===== config.mk =====
export PLATFORM = sky130hd
export DESIGN_NAME = seq_mul
export DESIGN_NICKNAME = d
export VERILOG_FILES = /design/src/rtl/seq_mul.sv
export SDC_FILE = /design/constraint.sdc
export NUM_CORES = 1
export LEC_CHECK = 0
export CAP_MARGIN = 20
export CORE_ASPECT_RATIO = 0.9
export CORE_MARGIN = 5
export CORE_UTILIZATION = 45
export DETAILED_ROUTE_END_ITERATION = 6
export PLACE_DENSITY = 0.67
export SYNTH_ARGS = -nofsm -noshare
export SYNTH_HDL_FRONTEND = slang
export SYNTH_SLANG_ARGS = --single-unit

===== constraint.sdc =====
create_clock -name clk -period 6.8 [get_ports clk]
set_clock_uncertainty 0.1 [all_clocks]
set_input_delay 1.02 -clock clk [delete_from_list [all_inputs] [get_ports clk]]
set_output_delay 1.02 -clock clk [all_outputs]
set_load 0.01 [all_outputs]

===== src/rtl/seq_mul.sv =====
// seq_mul: sequential radix-2 shift-add multiplier, one multiplier bit per cycle.
//
// Operands are captured on start while idle. Signed operands are reduced to
// magnitudes at capture. The magnitude product is built over WIDTH cycles, and
// the sign is applied as the result is written to y.
//
// Ports:
//   clk          single clock, rising edge
//   rst          synchronous active-high reset
//   start        begin a multiply (only honoured in idle)
//   signed_mode  treat a/b as two's complement (gated by SIGNED_EN)
//   a, b         WIDTH-bit operands, sampled with start
//   busy         high while calculating or presenting a result
//   done         one-cycle pulse, y holds a fresh product
//   y            2*WIDTH-bit product, held until the next result
module seq_mul #(
    parameter int unsigned WIDTH     = 8,
    parameter bit          SIGNED_EN = 1'b1
) (
    input  logic               clk,
    input  logic               rst,
    input  logic               start,
    input  logic               signed_mode,
    input  logic [WIDTH-1:0]   a,
    input  logic [WIDTH-1:0]   b,
    output logic               busy,
    output logic               done,
    output logic [2*WIDTH-1:0] y
);

    localparam int unsigned CW = $clog2(WIDTH + 1);

    typedef enum logic [1:0] {
        StIdle,
        StCalc,
        StDone
    } state_e;

    state_e               state_q;
    logic [CW-1:0]        cnt_q;
    logic [2*WIDTH-1:0]   mcand_q;
    logic [WIDTH-1:0]     mplier_q;
    logic [2*WIDTH-1:0]   acc_q;
    logic                 neg_q;
    logic                 busy_q;
    logic                 done_q;
    logic [2*WIDTH-1:0]   y_q;

    logic                 eff_mode;
    logic                 a_neg;
    logic                 b_neg;
    logic [WIDTH-1:0]     a_mag;
    logic [WIDTH-1:0]     b_mag;

    // Magnitude of the most negative value wraps to 2^(WIDTH-1), which is
    // exactly right when read back as unsigned.
    always_comb begin
        eff_mode = signed_mode & SIGNED_EN;
        a_neg    = eff_mode & a[WIDTH-1];
        b_neg    = eff_mode & b[WIDTH-1];
        a_mag    = a_neg ? (WIDTH'(0) - a) : a;
        b_mag    = b_neg ? (WIDTH'(0) - b) : b;
    end

    always_ff @(posedge clk) begin
        if (rst) begin
            state_q  <= StIdle;
            cnt_q    <= '0;
            mcand_q  <= '0;
            mplier_q <= '0;
            acc_q    <= '0;
            neg_q    <= 1'b0;
            busy_q   <= 1'b0;
            done_q   <= 1'b0;
            y_q      <= '0;
        end else begin
            done_q <= 1'b0;
            unique case (state_q)
                StIdle: begin
                    if (start) begin
                        mcand_q  <= {{WIDTH{1'b0}}, a_mag};
                        mplier_q <= b_mag;
                        acc_q    <= '0;
                        neg_q    <= a_neg ^ b_neg;
                        cnt_q    <= '0;
                        busy_q   <= 1'b1;
                        state_q  <= StCalc;
                    end
                end
                StCalc: begin
                    if (cnt_q == CW'(WIDTH)) begin
                        // All bits consumed: apply sign and publish on entry to DONE.
                        y_q     <= neg_q ? (2*WIDTH)'(0) - acc_q : acc_q;
                        done_q  <= 1'b1;
                        state_q <= StDone;
                    end else begin
                        if (mplier_q[0]) begin
                            acc_q <= acc_q + mcand_q;
                        end
                        mcand_q  <= mcand_q << 1;
                        mplier_q <= mplier_q >> 1;
                        cnt_q    <= cnt_q + CW'(1);
                    end
                end
                StDone: begin
                    busy_q  <= 1'b0;
                    state_q <= StIdle;
                end
                default: begin
                    busy_q  <= 1'b0;
                    state_q <= StIdle;
                end
            endcase
        end
    end

    assign busy = busy_q;
    assign done = done_q;
    assign y    = y_q;

endmodule


==> flow_metrics.py, run 1 <==
metrics = {
    "final_layout": {
        "register_area_sq_um": 1301,
        "num-nets-final": 551,
        "finish.utilization_pct": 53.61,
        "multi_input_comb_area_sq_um": 2267,
        "number_of_antenna_diodes": 0,
        "drive_above_1_share_pct": 5.049,
        "layout-area-overhead-vs-synth_pct": 15.81,
        "fillCellCount": 775,
    },
    "clocking": {
        "clock_tree.root_cell": "clkbuf_8",
        "hold_buffers": 0,
        "clock-sinks": 65,
        "post_cts_resize_count": 0,
        "count_of_buffers_added_by_post_cts_timing_repair_for_setup": 0,
        "cts.clk_slew.worst_paths_ns": 0.07,
        "tritoncts.num_buffers": 9,
        "cts_max_level": 3,
        "clock_tree_from_tritoncts": "done",
        "clock_latency_ns": 0.34,
        "cts_buffer_depth": 2,
    },
    "power": {
        "power_density_nw_per_um2": 185.9,
        "cellLeakagePower_nw": 1.664,
        "finalPower_uw": 803.9,
        "sw_frac_of_total_pct": 27.14,
        "clock_power_share_pct": 36.4,
        "p_switching_uw": 218.2,
        "share_seq_of_total_power_pct": 50.5,
        "power.ir.vdd_worst_uv": 80.28,
        "int_power_uw": 585.8,
        "power_frac_comb_pct": 13.0,
    },
    "routing": {
        "detailedRoute.firstIterationViolations": 184,
        "antenna_violating_nets_post_route": 0,
        "routed_wire_length_per_instance_microns": 14.19,
        "routed_wirelength_microns": 8713,
        "route.detailed.drc": 0,
        "routed-via-count": 3425,
        "first_pass_detailed_route_iteration_total": 4,
        "vias_per_cell": 5.578,
    },
    "job": {
        "cap_violations": 0,
    },
    "sta": {
        "maxSlewHeadroom_pct": 32.05,
        "min_period_ns": 2.654,
        "report.final.hold_viol_count": 0,
        "fmax_mhz": 376.7,
        "setup_viol": 0,
        "setup_slack_ns": 4.146,
        "fin_worst_hold_slack_ns": 0.3524,
        "final_max_slew_viol_count": 0,
        "worst_pin_slew_ns": 1.017,
        "layout_worst_path_cycle_share_pct": 39.04,
        "setup_repair_after_global_routing_missed_its_margin": "no",
        "tns_ns": 0,
    },
    "yosys": {
        "number_of_enable_flip_flop_cells_after_synthesis": 0,
        "postSynthNetCount": 522,
        "yosys_warnings": 0,
        "asyncSetResetFlopFracSynth_pct": 0,
        "ys_seq_elements": 65,
        "synth_area_sq_um": 3735,
        "synthFlopType": "dfxtp_1",
        "yosys.cell_count.top_type": "dfxtp_1",
        "netlist-cell-type-count": 52,
        "ys_top_cells_by_area": "dfxtp_1 (35%), a21oi_1 (8.4%), ha_1 (6.7%), nand2_1 (6.3%), nor2_1 (5.3%)",
        "netlist.area_leader.share_pct": 34.84,
        "synthesis.area_per_instance_sq_um": 7.765,
        "postSynthCellCount": 481,
        "synth_area_leader_cell": "dfxtp_1",
        "synth-seq-area-share_pct": 34.84,
        "yosys-top-cells-count": "dfxtp_1 (65), a21oi_1 (63), nand2_1 (63), nor2_1 (53), o21ai_0 (25)",
    },
    "place": {
        "number_of_buffers_added_on_ports": 37,
        "dp_worst_setup_slack_ns": 3.817,
        "dpl.hpwl_microns": 6499,
        "gpl.final_weighted_congestion": 0.8644,
    },
    "status": {
        "outcome": "complete, no violations",
    },
    "critical_path": {
        "worst_r2r_startpoint": "state_q[1]",
        "timing_worst_setup_path_type": "reg2reg",
        "worst_ep_arrival_time_ns": 2.82,
        "critical_path.startpoint_type": "flop",
        "timing.rr.end": "acc_q[15]",
        "critPathMaxFanout": 28,
        "worst_ep_required_time_ns": 6.96,
        "crit_path_capture_type": "flop",
        "worst-r2r-setup-slack_ns": 4.15,
        "rr_worst_depth": 5,
    },
    "floorplan": {
        "die_area_sq_um": 10220,
        "die_x_microns": 106.0,
        "core_sq_um": 8068,
        "num_rows": 31,
        "top_level_ports": 38,
        "die_y_microns": 96.43,
        "initial_utilization_pct": 46.29,
    },
    "grt": {
        "first_global_vias": 3185,
        "maximum_number_of_pins_on_one_net_before_global_route_repair": 60,
        "initial_antenna_violation_count": 0,
        "globalRouteTotalUtil_pct": 18.09,
        "first_pass_grt_wire_length_microns": 14940,
        "grt-ovfl-total": 0,
    },
    "min_path": {
        "min_from": "y[10]",
        "worstHoldPathCells": 2,
        "min_to": "y[10]",
        "hold_path.class": "reg2reg",
    },
}
==> worst max-delay path by stage <==
stage,from,endpoint,cells past startpoint
2_1_floorplan,start,mcand_q[1],5
3_3_place_gp,start,mplier_q[4],6
3_5_place_dp,start,mplier_q[2],6
4_1_cts,state_q[1],acc_q[15],5
5_1_grt,state_q[1],acc_q[11],5
6_report,state_q[1],acc_q[15],5
==> layer usage <==
metal	GRT usage [%]	routed length [microns]	up-vias
met1	23.47	4179	1579
met4	6.472	113	0
met2	30.15	3980	72
li1	-	-	1763
met3	3.787	439	11
met5	0	0	-
==> worst max-delay path: stages, from the launching register on <==
cell      delay, ns
dfxtp_1        0.37
nand2b_1       0.61
or2_2          0.64
a21oi_1        0.63
nand2_1        0.12
o211ai_1       0.11
==> power by group through the flow <==
stage / Clock (mW) / Combinational (mW) / Sequential, mW
global placement: 0 / 0.102 / 0.415
floorplan: 0 / 0.0736 / 0.409
detailed placement: 0 / 0.105 / 0.415
global route: 0.319 / 0.119 / 0.408
finish: 0.293 / 0.105 / 0.406
CTS: 0.301 / 0.105 / 0.406
==> through the flow <==
step | instances | cell area (sq um)
floorplan | 481 | 3735
global placement | 598 | 4151
detailed placement | 598 | 4151
CTS | 614 | 4325
global route | 614 | 4325
finish | 614 | 4325
==> registers in the layout, summed over array words and instances (netlist names) <==
register / flops
acc_q: 16
mcand_q: 16
y: 16
mplier_q: 8
cnt_q: 4
state_q: 2
busy: 1
done: 1
neg_q: 1
==> logic make-up (layout without fill, tap and decap cells) <==
kind of cell | count (synthesis) | in the layout | synth area share, %
AND/OR/NAND/NOR | 178 | 178 | 21.74
AO/OA/AOI/OAI | 144 | 144 | 24.15
flip-flops | 65 | 65 | 34.84
buffers and inverters | 41 | 75 | 4.456
XOR/XNOR | 30 | 30 | 7.035
adder cells (fa/ha/maj) | 21 | 21 | 7.236
multiplexers | 2 | 2 | 0.5360
==> layout make-up <==
cell class / instances / share of cell area [%]
multi-input cells: 375 / 52.42
flip-flops and latches: 65 / 30.08
repair buffers: 40 / 8.967
clock buffers: 13 / 3.674
well taps: 99 / 2.864
inverters: 19 / 1.649
clock inverters: 3 / 0.3471
==> cells in the final DEF, fill, tap and decap left out, drive strengths merged, types with 4 or more instances in the layout <==
cell type	instances
a21oi	63
clkdlybuf4s50	36
nand2b	4
buf	4
and3	5
nand3	20
nor2	53
or3	7
nand2	63
clkbuf	13
o31ai	6
inv	19
o211ai	7
dfxtp	65
ha	20
a211oi	17
xor2	14
nor3	9
xnor2	16
o21ai	26
a22oi	4
No activity file was read; power rests on OpenSTA's default activity.
==> run 2, diff against run 1 <==
--- a/config.mk
+++ b/config.mk
@@ -10,7 +10,7 @@
 export CORE_MARGIN = 5
 export CORE_UTILIZATION = 45
 export DETAILED_ROUTE_END_ITERATION = 6
-export PLACE_DENSITY = 0.67
+export PLACE_DENSITY = 0.69
 export SYNTH_ARGS = -nofsm -noshare
 export SYNTH_HDL_FRONTEND = slang
 export SYNTH_SLANG_ARGS = --single-unit
==> constraint.sdc (replaced) <==
create_clock -name clk -period 2.4 [get_ports clk]
set_clock_uncertainty 0.1 [all_clocks]
set_input_delay 0.36 -clock clk [delete_from_list [all_inputs] [get_ports clk]]
set_output_delay 0.36 -clock clk [all_outputs]
set_load 0.01 [all_outputs]
==> run 2 against run 1 <==
Against the previous run:
- die area unchanged
- cell area up 4.0%
- worst hold slack worse by 0.13 ns
- maximum frequency up 17%
- register-to-register slack worse by 4.0 ns
- count of clock-buffer cells in the layout down 3
- power rose to 3.2 times the previous value
==> flow_metrics.py, run 2 (synthesized netlist as in run 1, its figures left out) <==
metrics = {
    "status": {
        "outcome": "complete, no violations",
    },
    "final_layout": {
        "layout_common_cells": "dfxtp_1 (64), nand2_1 (63), a21oi_1 (61)",
        "multi_input_comb_area_sq_um": 2282,
        "final_common_cell": "dfxtp_1",
        "final_area_sq_um": 4498,
        "fillCellCount": 763,
        "num-nets-final": 563,
        "drive_above_1_share_pct": 8.349,
        "layout-area-overhead-vs-synth_pct": 20.44,
        "number_of_antenna_diodes": 0,
        "finish.utilization_pct": 55.75,
        "register_area_sq_um": 1303,
    },
    "sta": {
        "tns_ns": 0,
        "setup_repair_after_global_routing_missed_its_margin": "yes",
        "min_period_ns": 2.266,
        "layout_worst_path_cycle_share_pct": 94.43,
        "worst_pin_slew_ns": 0.6144,
        "fin_worst_hold_slack_ns": 0.2198,
        "fmax_mhz": 441.2,
        "report.final.hold_viol_count": 0,
        "setup_viol": 0,
        "final_max_slew_viol_count": 0,
        "maxSlewHeadroom_pct": 58.98,
    },
    "routing": {
        "route.detailed.drc": 0,
        "first_pass_detailed_route_iteration_total": 4,
        "routed_wirelength_microns": 8683,
        "vias_per_cell": 5.508,
        "routed_wire_length_per_instance_microns": 13.87,
        "detailedRoute.firstIterationViolations": 225,
        "antenna_violating_nets_post_route": 0,
        "routed-via-count": 3448,
    },
    "power": {
        "power_density_nw_per_um2": 564.1,
        "finalPower_mw": 2.537,
        "power.ir.vdd_worst_uv": 222.8,
        "cellLeakagePower_nw": 1.761,
    },
    "grt": {
        "globalRouteTotalUtil_pct": 18.34,
        "maximum_number_of_pins_on_one_net_before_global_route_repair": 50,
        "use_met2_pct": 28.45,
        "first_global_vias": 3215,
        "initial_antenna_violation_count": 0,
        "grt-ovfl-total": 0,
        "grt.busiest_layer": "met2",
        "use_met3_pct": 2.990,
        "first_pass_grt_wire_length_microns": 15150,
        "global_routing_met1_resource_utilization_pct": 25.55,
    },
    "clocking": {
        "hold_buffers": 0,
        "count_of_buffers_added_by_post_cts_timing_repair_for_setup": 0,
        "clock_tree_from_tritoncts": "done",
        "cts_max_level": 3,
        "clock_tree.root_cell": "clkbuf_8",
        "tritoncts.num_buffers": 9,
        "cts.clk_slew.worst_paths_ns": 0.08,
        "clock-sinks": 65,
        "clock_latency_ns": 0.35,
        "post_cts_resize_count": 0,
        "cts_buffer_depth": 2,
    },
    "floorplan": {
        "initial_utilization_pct": 46.29,
        "die_area_sq_um": 10220,
        "core_sq_um": 8068,
        "die_x_microns": 106.0,
        "top_level_ports": 38,
        "num_rows": 31,
        "die_y_microns": 96.43,
    },
    "critical_path": {
        "crit_path_capture_type": "flop",
        "critPathMaxFanout": 6,
        "worst_ep_required_time_ns": 2.54,
        "max_stage_delay_ns": 0.47,
        "worst_ep_arrival_time_ns": 2.41,
        "cell_by_cell_listing_of_the_critical_path": "ha_1, nand3_1, nor2_1, o211ai_1, or3b_2, a21oi_1, xor2_1, o21ai_0",
        "timing.critical_path.slowest_stage_cell": "dfxtp_1",
        "timing_worst_setup_path_type": "reg2reg",
        "critical_path.startpoint_type": "flop",
    },
    "place": {
        "number_of_buffers_added_on_ports": 37,
        "dpl.hpwl_microns": 6444,
        "gpl.final_weighted_congestion": 0.9049,
        "placedInstanceArea_sq_um": 4254,
    },
    "min_path": {
        "hold_path.class": "in2reg",
    },
    "job": {
        "cap_violations": 0,
    },
}
## run 2: changes by cell type in the layout (fill, tap and decap cells not counted), sizes merged
| cell | delta |
|---|---|
| clkbuf | -3 |
| bufinv | +2 |
| buf | +12 |
| clkinvlp | +1 |
| inv | +1 |
| clkinv | -1 |
## run 2: path summary, 6_finish.rpt
path,startpoint,to,slack (ns),cells after the start
worst max register to register,acc_q[8],acc_q[11],0.13,8
worst min-delay path,rst,acc_q[1],0.22,2
worst max-delay path,acc_q[8],acc_q[11],0.13,8
worst min register to register,y[7],y[7],0.35,2
## run 2: layout make-up
cell class                      instances  area share [%]
Clock inverter                          6           2.003
Timing Repair Buffer                   52           10.90
Multi-Input combinational cell        375           50.74
Clock buffer                           10           3.060
Inverter                               19           1.586
Sequential cell                        65           28.96
Tap cell                               99           2.754
## run 2: stage by stage
stage / setup WS, ns / std cells
2_1_floorplan: 0.1769 / 481
3_3_place_gp: 0.1906 / 610
3_5_place_dp: 0.1225 / 610
4_1_cts: 0.1051 / 626
5_1_grt: -0.01310 / 626
6_report: 0.1337 / 626
## run 2: metal layers
metal / vias up / part of all wire [%]
met4: 0 / 1.4
met3: 9 / 3.4
met5: - / 0
met1: 1580 / 52
met2: 64 / 43
li1: 1795 / -
## run 2: power by group
| group | internal (mW) | total [mW] | switching, mW |
|---|---|---|---|
| logic | 0.134 | 0.323 | 0.189 |
| registers | 1.11 | 1.14 | 0.0310 |
| clock network | 0.617 | 1.07 | 0.454 |
## run 2: critical path, delay by kind of cell, from the launching register on
family | cells | cell delay [ns]
AND/OR/NAND/NOR | 3 | 0.69
adder cells (fa/ha/maj) | 1 | 0.35
AO/OA/AOI/OAI | 3 | 0.38
XOR/XNOR | 1 | 0.16
flip-flops | 1 | 0.47
==> run 3, diff against run 2 <==
--- a/config.mk
+++ b/config.mk
@@ -7,10 +7,11 @@
 export LEC_CHECK = 0
 export CAP_MARGIN = 20
 export CORE_ASPECT_RATIO = 0.9
-export CORE_MARGIN = 5
+export CORE_MARGIN = 2
 export CORE_UTILIZATION = 45
 export DETAILED_ROUTE_END_ITERATION = 6
 export PLACE_DENSITY = 0.69
+export REMOVE_ABC_BUFFERS = 1
 export SYNTH_ARGS = -nofsm -noshare
 export SYNTH_HDL_FRONTEND = slang
 export SYNTH_SLANG_ARGS = --single-unit
==> run 3 against run 2 <==
Against the previous run:
- via count is 1.6% higher
- flip-flop and latch count stayed put
- worst setup slack worse by 0.053 ns
- cell area is 1.8% higher
- sequential power hardly changed
- core utilization is 1.0 points higher
- first-iteration DRC count is 30% lower
- worst hold slack better by 0.079 ns
- largest cell class unchanged
==> flow_metrics.py, run 3 (synthesized netlist as in run 1, its figures left out) <==
metrics = {
    "status": {
        "outcome": "complete, no violations",
    },
    "power": {
        "power_frac_comb_pct": 12.2,
        "power_density_nw_per_um2": 593.7,
        "power.ir.vdd_worst_uv": 382.1,
        "share_seq_of_total_power_pct": 42.0,
        "sw_frac_of_total_pct": 24.60,
        "p_switching_uw": 668.7,
        "clock_power_share_pct": 45.9,
        "int_power_mw": 2.050,
        "cellLeakagePower_nw": 1.810,
    },
    "grt": {
        "grt-ovfl-total": 0,
        "first_pass_grt_wire_length_microns": 15060,
        "first_global_vias": 3346,
        "initial_antenna_violation_count": 0,
        "maximum_number_of_pins_on_one_net_before_global_route_repair": 45,
        "globalRouteTotalUtil_pct": 20.32,
    },
    "floorplan": {
        "core_sq_um": 8068,
        "top_level_ports": 38,
        "die_area_sq_um": 9045,
        "die_x_microns": 100.0,
        "die_y_microns": 90.43,
        "num_rows": 31,
        "initial_utilization_pct": 46.29,
    },
    "final_layout": {
        "drive_above_1_share_pct": 9.381,
        "num-nets-final": 569,
        "fillCellCount": 779,
        "number_of_antenna_diodes": 0,
        "layout_common_cells": "nand2_1 (63), dfxtp_1 (63), a21oi_1 (62)",
        "final_area_sq_um": 4579,
        "layout-area-overhead-vs-synth_pct": 22.61,
        "finish.utilization_pct": 56.76,
    },
    "clocking": {
        "cts.clk_slew.worst_paths_ns": 0.08,
        "clock-sinks": 65,
        "cts_buffer_depth": 2,
        "cts_max_level": 3,
        "clock_latency_ns": 0.34,
        "clock_tree.root_cell": "clkbuf_8",
        "count_of_buffers_added_by_post_cts_timing_repair_for_setup": 0,
        "clock_tree_from_tritoncts": "done",
        "tritoncts.num_buffers": 9,
    },
    "sta": {
        "fmax_mhz": 431.2,
        "min_period_ns": 2.319,
        "setup_slack_ns": 0.08086,
        "worst_pin_slew_ns": 0.8362,
        "final_max_slew_viol_count": 0,
        "maxSlewHeadroom_pct": 44.25,
        "report.final.hold_viol_count": 0,
        "setup_viol": 0,
        "layout_worst_path_cycle_share_pct": 96.63,
        "fin_worst_hold_slack_ns": 0.2989,
    },
    "place": {
        "number_of_buffers_added_on_ports": 37,
        "placedInstanceArea_sq_um": 4299,
        "gpl.final_weighted_congestion": 0.9124,
        "dpl.hpwl_microns": 6459,
        "dp_worst_setup_slack_ns": 0.1297,
    },
    "routing": {
        "vias_per_cell": 5.541,
        "first_pass_detailed_route_iteration_total": 7,
        "detailedRoute.firstIterationViolations": 157,
        "antenna_violating_nets_post_route": 0,
        "routed_wire_length_per_instance_microns": 13.84,
        "routed-via-count": 3502,
        "routed_wirelength_microns": 8744,
        "route.detailed.drc": 0,
    },
    "critical_path": {
        "timing_worst_setup_path_type": "reg2reg",
        "crit_path_capture_type": "flop",
        "timing.critical_path.slowest_stage_cell": "or3b_2",
        "worst_r2r_startpoint": "mcand_q[1]",
        "timing.critical_path.buf_inv": 0,
        "crit_top_cell": "a21oi_1",
        "critPathMaxFanout": 4,
        "critical_path.startpoint_type": "flop",
        "cell_by_cell_listing_of_the_critical_path": "ha_1, a21oi_1, nor2_1, o211ai_1, or3b_2, a21oi_1, xor2_1, o21ai_0",
        "max_stage_delay_ns": 0.47,
        "worst_ep_arrival_time_ns": 2.45,
        "timing.critical_path.from": "mcand_q[1]",
        "worst_ep_required_time_ns": 2.53,
        "critical-path-top-delay-family": "compound AO/OA/AOI/OAI gates",
    },
    "min_path": {
        "hold_path.class": "in2reg",
        "min_from": "rst",
    },
    "job": {
        "cap_violations": 0,
    },
}
==> run 3: final cells by class <==
cell class	count	area (sq um)	share of cell area, %
multi-input cells	375	2278	49.75
well taps	99	123.9	2.705
inverters	19	71.32	1.557
clock inverters	7	142.6	3.115
flip-flops and latches	65	1304	28.47
clock buffers	9	123.9	2.705
repair buffers	58	535.5	11.69
==> run 3: power by group through the flow <==
stage / logic [mW] / registers [mW] / clock network [mW]
after global placement: 0.321 / 1.16 / 0
after floorplan: 0.186 / 1.16 / 0
after global routing: 0.374 / 1.15 / 1.31
after CTS: 0.329 / 1.14 / 1.28
after detailed placement: 0.327 / 1.17 / 0
final: 0.331 / 1.14 / 1.25
==> run 3: worst paths after layout <==
kind / to / slack [ns] / cells past startpoint
setup reg to reg: acc_q[11] / 0.08 / 8
hold / removal: cnt_q[0] / 0.30 / 2
setup / recovery: acc_q[11] / 0.08 / 8
hold reg to reg: y[10] / 0.35 / 2
==> run 3: metrics by stage <==
step	std cells	setup TNS, ns	power [mW]
after floorplan	459	0	1.348
after global placement	616	0	1.486
after detailed placement	616	0	1.493
after CTS	632	0	2.745
after global routing	632	-0.03065	2.834
final	632	0	2.719
==> run 3: what timing repair did <==
action,in CTS,in global routing
hold buffers,0,0
gates resized for setup,0,4
endpoints found under the setup margin,0,5
==> run 3: per-layer routing <==
| layer | wire length (microns) | part of all wire [%] | vias up | track usage [%] |
|---|---|---|---|---|
| li1 | - | - | 1798 | - |
| met1 | 4055 | 46 | 1622 | 25.57 |
| met2 | 4232 | 48 | 72 | 35.19 |
| met3 | 340 | 3.9 | 10 | 3.715 |
| met4 | 116 | 1.3 | 0 | 6.164 |
| met5 | 0 | 0 | - | 0 |
